## src/rtl/pipe_if_stage.sv

```systemverilog
// rtl/pipe_if_stage.sv - instruction-fetch stage with req/ack imem port and IF/ID register
// Holds the PC, fetches one word per request, applies ID redirects/stalls, inserts bubbles.
module pipe_if_stage #(
   parameter logic [31:0] RESET_PC = 32'h0000_0000
) (
   input  logic        clk,
   input  logic        rst,
   input  logic        stall,
   input  logic [2:0]  pcsource,
   input  logic [31:0] bpc,
   input  logic [31:0] rpc,
   input  logic [31:0] jpc,
   output logic        imem_req,
   output logic [31:0] imem_addr,
   input  logic        imem_ack,
   input  logic [31:0] imem_rdata,
   output logic [31:0] pc,
   output logic [31:0] Dpc4,
   output logic [31:0] Dinst,
   output logic        Dvalid
);

   typedef enum logic [1:0] {S_IDLE, S_REQ, S_HOLD, S_DROP} state_t;

   state_t      state_q, state_d;
   logic [31:0] pc_q, pc_d;
   logic [31:0] tgt_q, tgt_d;
   logic [31:0] ibuf_q, ibuf_d;
   logic [31:0] dinst_q, dinst_d;
   logic [31:0] dpc4_q, dpc4_d;
   logic        dvalid_q, dvalid_d;

   logic        redirect;
   logic [31:0] target;
   logic [31:0] pc_plus4;
   logic        unused_pcsource;

   assign unused_pcsource = pcsource[2];
   assign pc_plus4 = pc_q + 32'd4;
   assign redirect = (pcsource[1:0] != 2'b00) && !stall;

   always_comb begin
      target = pc_plus4;
      case (pcsource[1:0])
         2'b01:   target = bpc;
         2'b10:   target = rpc;
         2'b11:   target = jpc;
         default: target = pc_plus4;
      endcase
   end

   always_comb begin
      state_d  = state_q;
      pc_d     = pc_q;
      tgt_d    = tgt_q;
      ibuf_d   = ibuf_q;
      dinst_d  = dinst_q;
      dpc4_d   = dpc4_q;
      dvalid_d = dvalid_q;
      case (state_q)
         S_IDLE: begin
            state_d = S_REQ;
            if (!stall) begin
               dinst_d  = 32'd0;
               dvalid_d = 1'b0;
            end
         end
         S_REQ: begin
            if (stall) begin
               // Request cannot be aborted; park the word until ID releases the stall.
               if (imem_ack) begin
                  ibuf_d  = imem_rdata;
                  state_d = S_HOLD;
               end
            end else if (imem_ack) begin
               if (redirect) begin
                  dinst_d  = 32'd0;
                  dvalid_d = 1'b0;
                  pc_d     = target;
               end else begin
                  dinst_d  = imem_rdata;
                  dvalid_d = 1'b1;
                  dpc4_d   = pc_plus4;
                  pc_d     = pc_plus4;
               end
            end else begin
               dinst_d  = 32'd0;
               dvalid_d = 1'b0;
               if (redirect) begin
                  tgt_d   = target;
                  state_d = S_DROP;
               end
            end
         end
         S_HOLD: begin
            if (!stall) begin
               state_d = S_REQ;
               if (redirect) begin
                  dinst_d  = 32'd0;
                  dvalid_d = 1'b0;
                  pc_d     = target;
               end else begin
                  dinst_d  = ibuf_q;
                  dvalid_d = 1'b1;
                  dpc4_d   = pc_plus4;
                  pc_d     = pc_plus4;
               end
            end
         end
         S_DROP: begin
            if (!stall) begin
               dinst_d  = 32'd0;
               dvalid_d = 1'b0;
            end
            if (redirect) begin
               tgt_d = target;
            end
            // A redirect in the ack cycle is newer than the stored target.
            if (imem_ack) begin
               pc_d    = redirect ? target : tgt_q;
               state_d = S_REQ;
            end
         end
         default: state_d = S_IDLE;
      endcase
   end

   always_ff @(posedge clk) begin
      if (rst) begin
         state_q  <= S_IDLE;
         pc_q     <= RESET_PC;
         tgt_q    <= 32'd0;
         ibuf_q   <= 32'd0;
         dinst_q  <= 32'd0;
         dpc4_q   <= 32'd0;
         dvalid_q <= 1'b0;
      end else begin
         state_q  <= state_d;
         pc_q     <= pc_d;
         tgt_q    <= tgt_d;
         ibuf_q   <= ibuf_d;
         dinst_q  <= dinst_d;
         dpc4_q   <= dpc4_d;
         dvalid_q <= dvalid_d;
      end
   end

   assign imem_req  = (state_q == S_REQ) || (state_q == S_DROP);
   assign imem_addr = pc_q;
   assign pc        = pc_q;
   assign Dinst     = dinst_q;
   assign Dpc4      = dpc4_q;
   assign Dvalid    = dvalid_q;

endmodule

```

## config.mk

```make
export PLATFORM = sky130hd
export DESIGN_NAME = pipe_if_stage
export DESIGN_NICKNAME = d
export VERILOG_FILES = /design/src/rtl/pipe_if_stage.sv
export SDC_FILE = /design/constraint.sdc
export NUM_CORES = 1
export LEC_CHECK = 0
export CORE_ASPECT_RATIO = 2
export CORE_MARGIN = 1
export CORE_UTILIZATION = 45
export CTS_BUF_LIST = sky130_fd_sc_hd__clkbuf_4 sky130_fd_sc_hd__clkbuf_8 sky130_fd_sc_hd__clkbuf_16
export CTS_CLUSTER_DIAMETER = 200
export DETAILED_ROUTE_END_ITERATION = 10
export GPL_TIMING_DRIVEN = 0
export PLACE_DENSITY = 0.78
export RECOVER_POWER = 25
export SYNTH_ARGS = -nofsm -noshare
export SYNTH_HDL_FRONTEND = slang
export SYNTH_SLANG_ARGS = --single-unit
```

## constraint.sdc

```tcl
create_clock -name clk -period 4.5 [get_ports clk]
set_input_delay 0.45 -clock clk [delete_from_list [all_inputs] [get_ports clk]]
set_output_delay 0.45 -clock clk [all_outputs]
set_load 0.02 [all_outputs]
```

# After elaboration in Yosys (flattened, before gate mapping)
# Cells that the tools add are included.
# totals
ff_bits	163
output_inout_bits	130
word_cells	74
# op_classes
add_sub_neg	1
eq_ne	15
n_mux	36
n_reduce_logical	15
# ops
op	count
$mux W32	18
$pmux W32 S3	3
$pmux W32 S2	2
$add A32 B3 Y32 const B	1
$mux W2	6
$ne A2 B2 Y1 const B	6
$reduce_and A5 Y1	2
$ne A3 B3 Y1 const B	3
$reduce_and A3 Y1	3
$eq A2 B2 Y1 const B	4
$pmux W2 S4	1
$reduce_bool A2 Y1	3
$mux W1	5
$eq A2 B1 Y1 const B	2
$reduce_and A4 Y1	1
$pmux W1 S3	1
$reduce_bool A3 Y1	1
$logic_not A2 Y1	1
$reduce_or A2 Y1	1
$logic_and A1 B1 Y1	1
$logic_not A1 Y1	1
$logic_or A1 B1 Y1	1

# Longest topological paths before layout
# Gate-level depths: netlist of the first run.
# logic_depth
depth_word	6
ltp_mapped	10
depth_no_buf	7

# Worst setup path after synthesis of the first run
# OpenSTA, ideal clock, no wires.
# synth_path
kind	register -> register
start	register pc_q[2] (netlist: imem_addr[2])
end	register pc_q[30] (netlist: imem_addr[30])
arrival_ns	2.392
slack_ns	1.974
path_stages_with_launch	8
n_path_buf	1
synth_period_minus_slack_ns	2.526
path_cell_list	dfxtp_1 -> ha_1 -> nand3_2 -> or4_1 -> buf_6 -> or4_4 -> a211oi_2 -> a211oi_1
# synth_via
elab_chain_cells	6
word_cells_on_any_way	9
# synth_lines
item	line	rtl
from (decl)	26	logic [31:0] pc_q, pc_d;
from (signal assigned)	139	pc_q <= pc_d;
$add A32 B3 Y32 (*)	39	assign pc_plus4 = pc_q + 32'd4;
$pmux W32 S3	44	case (pcsource[1:0])
$mux W32	76, 98	
$mux W32	75	end else if (imem_ack) begin
$mux W32	69	if (stall) begin
$pmux W32 S3 (*)	60	case (state_q)
# Every way passes the cells marked *; elsewhere a longest branch is shown, timed or not. The select of a mux whose other input is x is not followed.
# A chain may end at the register's enable or synchronous reset.

# Final worst setup path of the first run
# layout_path
start	register state_q[0]
end	output port imem_req
# layout_via
elab_chain_cells	2
word_cells_on_any_way	3
# layout_lines
item	line	rtl
from (decl)	25	state_t state_q, state_d;
from (signal assigned)	138	state_q <= state_d;
$eq A2 B1 Y1 or $eq A2 B2 Y1 (tied branches)	148	assign imem_req = (state_q == S_REQ) || (state_q == S_DROP);
$logic_or A1 B1 Y1 (*)	148	
to (decl)	13	output logic imem_req,
# Every way passes the cells marked *; elsewhere a longest branch is shown, timed or not.

==> impl_metrics.tcl, run 1 <==
set metrics [dict create \
    p_per_area_mw_per_mm2 345 \
    grt_overflow_total 0 \
    dpl.cell_count 1520 \
    yosysWarnings 0 \
    worstSkewPairLatency_ns 0.44 \
    die_h_um 195 \
    routed_wl_um 31600 \
    drt_iter0_markers 638 \
    drt-vias-per-instance 5.91 \
    finalSetupViolations 0 \
    grt_pass1_vias 9156 \
    clock_sinks 163 \
    die_w_um 98.6 \
    hold_viol_final 0 \
    start_kind "register" \
    grt_max_degree 17 \
    antenna_found_initial 0 \
    stdcell_count 1552 \
    worstSetupEndpointType "output pin" \
    syn_nets 1183 \
    vias 9173 \
    dr.pass1.iters 7 \
    ant_nets 0 \
    path_max_fanout 10 \
    synthCells 1043 \
    synth-main-ff-cell "dfxtp_1" \
    flow.area_growth_from_synthesis_pct 40.9 \
    dr_wl_met2_um 16800 \
    holdPathStages 2 \
    status "finished clean" \
    nets 1463 \
    htree_levels 4 \
    fill_cells 1559 \
    design.core.area_mm2 0.0183 \
    ctsHoldBuffers 0 \
    cts_tree "built" \
    synth_top_area_cell "dfxtp_1" \
    tns_ns 0 \
    post_cts_buffers 0 \
    r2r-end "imem_addr[28]" \
    maxCapViolations 0 \
    rsz0062_at_grt "false" \
    hold_start "Dpc4[0]" \
    wl_met3_um 2330 \
    period_share 0.708 \
    crit_required_ns 4.05 \
    hold_path.class "register to register" \
    dr.max_layer_used "met4" \
    wl_met1_um 10300 \
    slew_headroom 0.203 \
    num_rows 70 \
    dpl.hpwl_um 24500 \
    multi_input_area_mm2 0.00447 \
    syn_area_per_cell_um2 8.06 \
    worstMarginPinSlew_ns 1.19 \
    postCtsResizedCells 0 \
    grt_pass1_wl_um 48800 \
    numCtsBuffers 17 \
    clk_pin_slew_ns 0.06 \
    cp.arrival_ns 2.73 \
    synth.distinct_cells 64 \
    min_period_ns 3.18 \
    synthesis.area_mm2 0.00840 \
    ys_ff_latch 163 \
    drc 0 \
    cp-startpoint "state_q[0]" \
    p_leak_nw 4.26 \
    ios 265 \
    min_to "Dpc4[0]" \
    r2r-start "state_q[0]" \
    clock.fmax_mhz 314 \
    fp.dieArea_mm2 0.0193 \
    synth-edff-count 0 \
    clockBufferDepth 2 \
    cts_root_buffer "clkbuf_16" \
    reg2reg_depth 8 \
    synth_area_leaders "dfxtp_1 (39%), a211oi_1 (7.3%), nor2_1 (6.1%)" \
    wl_per_cell_um 20.4 \
    drive_above_1_share 0.0771 \
    gp_congestion 0.965 \
    track_usage 0.331 \
    register_area_mm2 0.00326 \
    r2r_slack_ns 1.46 \
    ir_drop_mv 0.289 \
    crit_type "register to output pin" \
    async_reset_ff_frac 0 \
    numPortBuffers 261 \
    n_antenna_cell 0 \
    ys_seq_area_frac 0.388 \
    slew_violations 0 \
    post-synth-top-area-fraction 0.388 \
    initial_utilization 0.459 \
    finClkSkew_ns 0.0149 \
]
## area by class of cell
type / instances / share of cell area
multi-input combinational: 740 / 0.378
sequential: 163 / 0.276
timing repair buffer: 261 / 0.221
buffer: 127 / 0.0523
clock buffer: 18 / 0.0371
tap: 216 / 0.0228
clock inverter: 14 / 0.00983
inverter: 13 / 0.00412
## worst max-delay path, cell delays in order, from the launching register on
cell and delay (ns):
dfxtp_1 0.35, ha_1 0.20, clkbuf_1 0.21, inv_1 0.22
clkbuf_1 0.53, nand2_1 0.21, clkdlybuf4s50_1 0.58
## cells by family (layout without fill, tap and decap cells)
kind of cell	count (synthesis)	after routing	share of synthesized area
AND/OR/NAND/NOR	365	365	0.196
AO/OA/AOI/OAI	302	302	0.248
flip-flops	163	163	0.388
buffers and inverters	140	433	0.0795
multiplexers	46	46	0.0575
XOR/XNOR	22	22	0.0229
adder cells (fa/ha/maj)	5	5	0.00745
## registers in the layout, indices dropped and copies added (netlist names)
register   cells
Dpc4          32
Dinst         32
tgt_q         32
state_q        2
imem_addr     32
ibuf_q        32
Dvalid         1
## power by group
part           switching, mW  internal, mW  total, mW
registers             0.0884          1.55       1.64
clock network          0.661         0.736       1.40
logic                  0.588         0.465       1.05
## placed cells by master, fill, tap and decap left out, drive strengths merged, types with 12 or more instances in the layout
| cell type | netlist | routed |
|---|---|---|
| inv | 13 | 20 |
| a22oi | 49 | 49 |
| mux2 | 18 | 18 |
| o21ai | 35 | 35 |
| buf | 43 | 43 |
| nand2 | 117 | 117 |
| nor2 | 136 | 136 |
| dlygate4sd3 | 0 | 70 |
| clkbuf | 84 | 102 |
| nor3 | 20 | 20 |
| dfxtp | 163 | 163 |
| clkdlybuf4s50 | 0 | 191 |
| nor4 | 12 | 12 |
| a211oi | 83 | 83 |
| mux2i | 28 | 28 |
| nand3 | 33 | 33 |
| xnor2 | 16 | 16 |
| a21oi | 66 | 66 |
## worst max path at each step
| stage | to | cells after the start |
|---|---|---|
| floorplan | imem_addr[30] | 7 |
| global placement | imem_addr[28] | 7 |
| detailed placement | imem_addr[28] | 7 |
| CTS | imem_req | 6 |
| global route | imem_req | 6 |
| finish | imem_req | 6 |
## routing by layer
metal / vias up / track usage
li1: 4303 / -
met1: 4221 / 0.314
met2: 507 / 0.618
met3: 142 / 0.0705
met4: 0 / 0.240
met5: - / 0
## metrics by stage
step	cell area (µm²)	hold slack (ns)	worst slack, ns	utilization	power (mW)
5_1_grt	11800	0.474	1.21	0.647	4.23
3_5_place_dp	11300	0.446	1.27	0.616	2.73
3_3_place_gp	11300	0.441	1.25	0.616	2.71
6_report	11800	0.451	1.32	0.647	4.09
2_1_floorplan	8400	0.436	1.97	-	2.22
4_1_cts	11800	0.455	1.39	0.647	4.10
## synthesized netlist by cell type (3+ instances only)
cell type / count
nor3_1: 19
a31o_2: 3
inv_1: 13
buf_1: 3
a311oi_1: 4
o21a_1: 4
xor2_1: 6
a31oi_1: 6
o21ai_0: 35
o32ai_1: 4
buf_2: 5
mux2i_1: 28
a22oi_1: 49
o31a_1: 3
a211o_1: 4
a21oi_1: 66
and3_1: 10
nand2b_1: 6
a221oi_1: 4
clkbuf_1: 83
buf_4: 34
o211ai_1: 5
nor4_1: 9
nand2_1: 117
nand4_1: 7
a211oi_1: 82
xnor2_1: 16
or3_1: 8
nor3b_1: 3
mux2_2: 18
ha_1: 5
o221ai_1: 3
or4_1: 4
nand3_1: 31
o311a_1: 3
dfxtp_1: 163
o2bb2ai_1: 8
nor2_1: 136
nor2b_1: 3
Note: power is estimated with default switching activity, not from simulation.
==> inputs of run 2 (changes only) <==
Clock period 4.5 ns to 3 ns, I/O delays scaled along.
==> run 2 against run 1 <==
Compared with the run above: setup slack got worse by 1.1 ns; critical path depth fell by 1; total power rose by 50%; core utilization barely moved; critical path type is now register to register; largest cell class unchanged; largest power group unchanged.
==> impl_metrics.tcl, run 2 (synthesized netlist as in run 1, its figures left out) <==
set metrics [dict create \
    holdPathStages 3 \
    crit_type "register to register" \
    clockBufferDepth 2 \
    dr.pass1.iters 7 \
    slew_headroom 0.217 \
    tns_ns 0 \
    fill_cells 1560 \
    slew_violations 0 \
    drc 0 \
    initial_utilization 0.459 \
    gp_congestion 0.965 \
    grt_overflow_total 0 \
    final_cell_mix "clkdlybuf4s50_1 (189), dfxtp_1 (163), nor2_1 (136), nand2_1 (117), a211oi_1 (82)" \
    p_per_area_mw_per_mm2 517 \
    track_usage 0.332 \
    maxCapViolations 0 \
    grt_pass1_wl_um 48900 \
    ir_drop_mv 0.432 \
    numCtsBuffers 17 \
    clock.fmax_mhz 355 \
    power_mw 6.13 \
    finClkSkew_ns 0.0147 \
    die_w_um 98.6 \
    antenna_found_initial 0 \
    worstMarginPinSlew_ns 1.17 \
    n_antenna_cell 0 \
    clock_sinks 163 \
    min_to "ibuf_q[14]" \
    layout_commonest_cell "clkdlybuf4s50_1" \
    ant_nets 0 \
    crit_required_ns 3.32 \
    hold_path.class "input pin to register" \
    rsz0062_at_grt "false" \
    status "finished clean" \
    period_share 0.940 \
    vias 9211 \
    r2r-end "Dpc4[31]" \
    dpl.hpwl_um 24500 \
    design.core.area_mm2 0.0183 \
    flow.area_growth_from_synthesis_pct 41.0 \
    worstSetupEndpointType "register" \
    numPortBuffers 261 \
    die_h_um 195 \
    min_period_ns 2.82 \
    cts_tree "built" \
    wl_per_cell_um 20.3 \
    routed_wl_um 31500 \
    p_leak_nw 4.27 \
    r2r_slack_ns 0.18 \
    drt_iter0_markers 655 \
    htree_levels 4 \
    cts_root_buffer "clkbuf_16" \
    hold_start "imem_rdata[14]" \
    r2r-start "imem_addr[18]" \
    ios 265 \
    hold_viol_final 0 \
    start_kind "register" \
    drt-vias-per-instance 5.94 \
    drive_above_1_share 0.0787 \
    cp.arrival_ns 3.14 \
    grt_pass1_vias 9153 \
    grt_max_degree 17 \
    ctsHoldBuffers 0 \
    nets 1462 \
    clk_pin_slew_ns 0.07 \
    finalSetupViolations 0 \
    num_rows 70 \
    worstSkewPairLatency_ns 0.44 \
    path_max_fanout 10 \
    fp.dieArea_mm2 0.0193 \
    reg2reg_depth 5 \
]
==> run 2: power by group <==
part           switching (mW)  internal, mW
sequential              0.133          2.32
clock                   0.992          1.10
combinational           0.883         0.697
total                    2.01          4.12
==> run 2: worst max-delay path: stages, from the launching register on <==
cell	delay [ns]
dfxtp_1	0.55
nand4_1	0.48
or4_1	0.80
nor4_2	0.50
nor3_1	0.11
a211o_1	0.27
==> run 2: worst max-delay path by stage <==
stage / from / to / cells past startpoint
3_5_place_dp: imem_ack / imem_addr[28] / 7
6_report: imem_addr[18] / Dpc4[31] / 5
3_3_place_gp: imem_ack / imem_addr[28] / 7
2_1_floorplan: imem_addr[2] / imem_addr[30] / 7
5_1_grt: imem_addr[18] / Dpc4[31] / 5
4_1_cts: state_q[0] / imem_req / 6
==> run 2: area by class of cell <==
cell class	instances	area [µm²]	area share
multi-input combinational	740	4480	0.378
sequential	163	3260	0.276
timing repair buffer	261	2610	0.221
buffer	126	617	0.0521
clock buffer	18	439	0.0371
tap	216	270	0.0228
clock inverter	14	116	0.00983
inverter	13	48.8	0.00412
==> run 2: timing repair <==
item                       in CTS  in global routing
gates resized for setup         0                  3
setup buffers                   0                  0
setup endpoints to repair       0                 10
==> run 2: through the flow <==
stage	area (µm²)	setup slack (ns)	cells	utilization	hold slack, ns
after floorplan	8400	0.474	1043	-	0.436
after global placement	11300	-0.0958	1520	0.616	0.441
after detailed placement	11300	-0.0808	1520	0.616	0.446
after CTS	11800	0.0416	1552	0.647	0.437
after global routing	11800	0.0118	1551	0.647	0.451
final	11800	0.180	1551	0.647	0.436
==> run 2: metal layers <==
| layer | vias up | global-route usage | share of wire |
|---|---|---|---|
| li1 | 4309 | - | - |
| met1 | 4260 | 0.315 | 0.32 |
| met2 | 509 | 0.616 | 0.54 |
| met3 | 133 | 0.0698 | 0.074 |
| met4 | 0 | 0.243 | 0.067 |
| met5 | - | 0 | 0 |
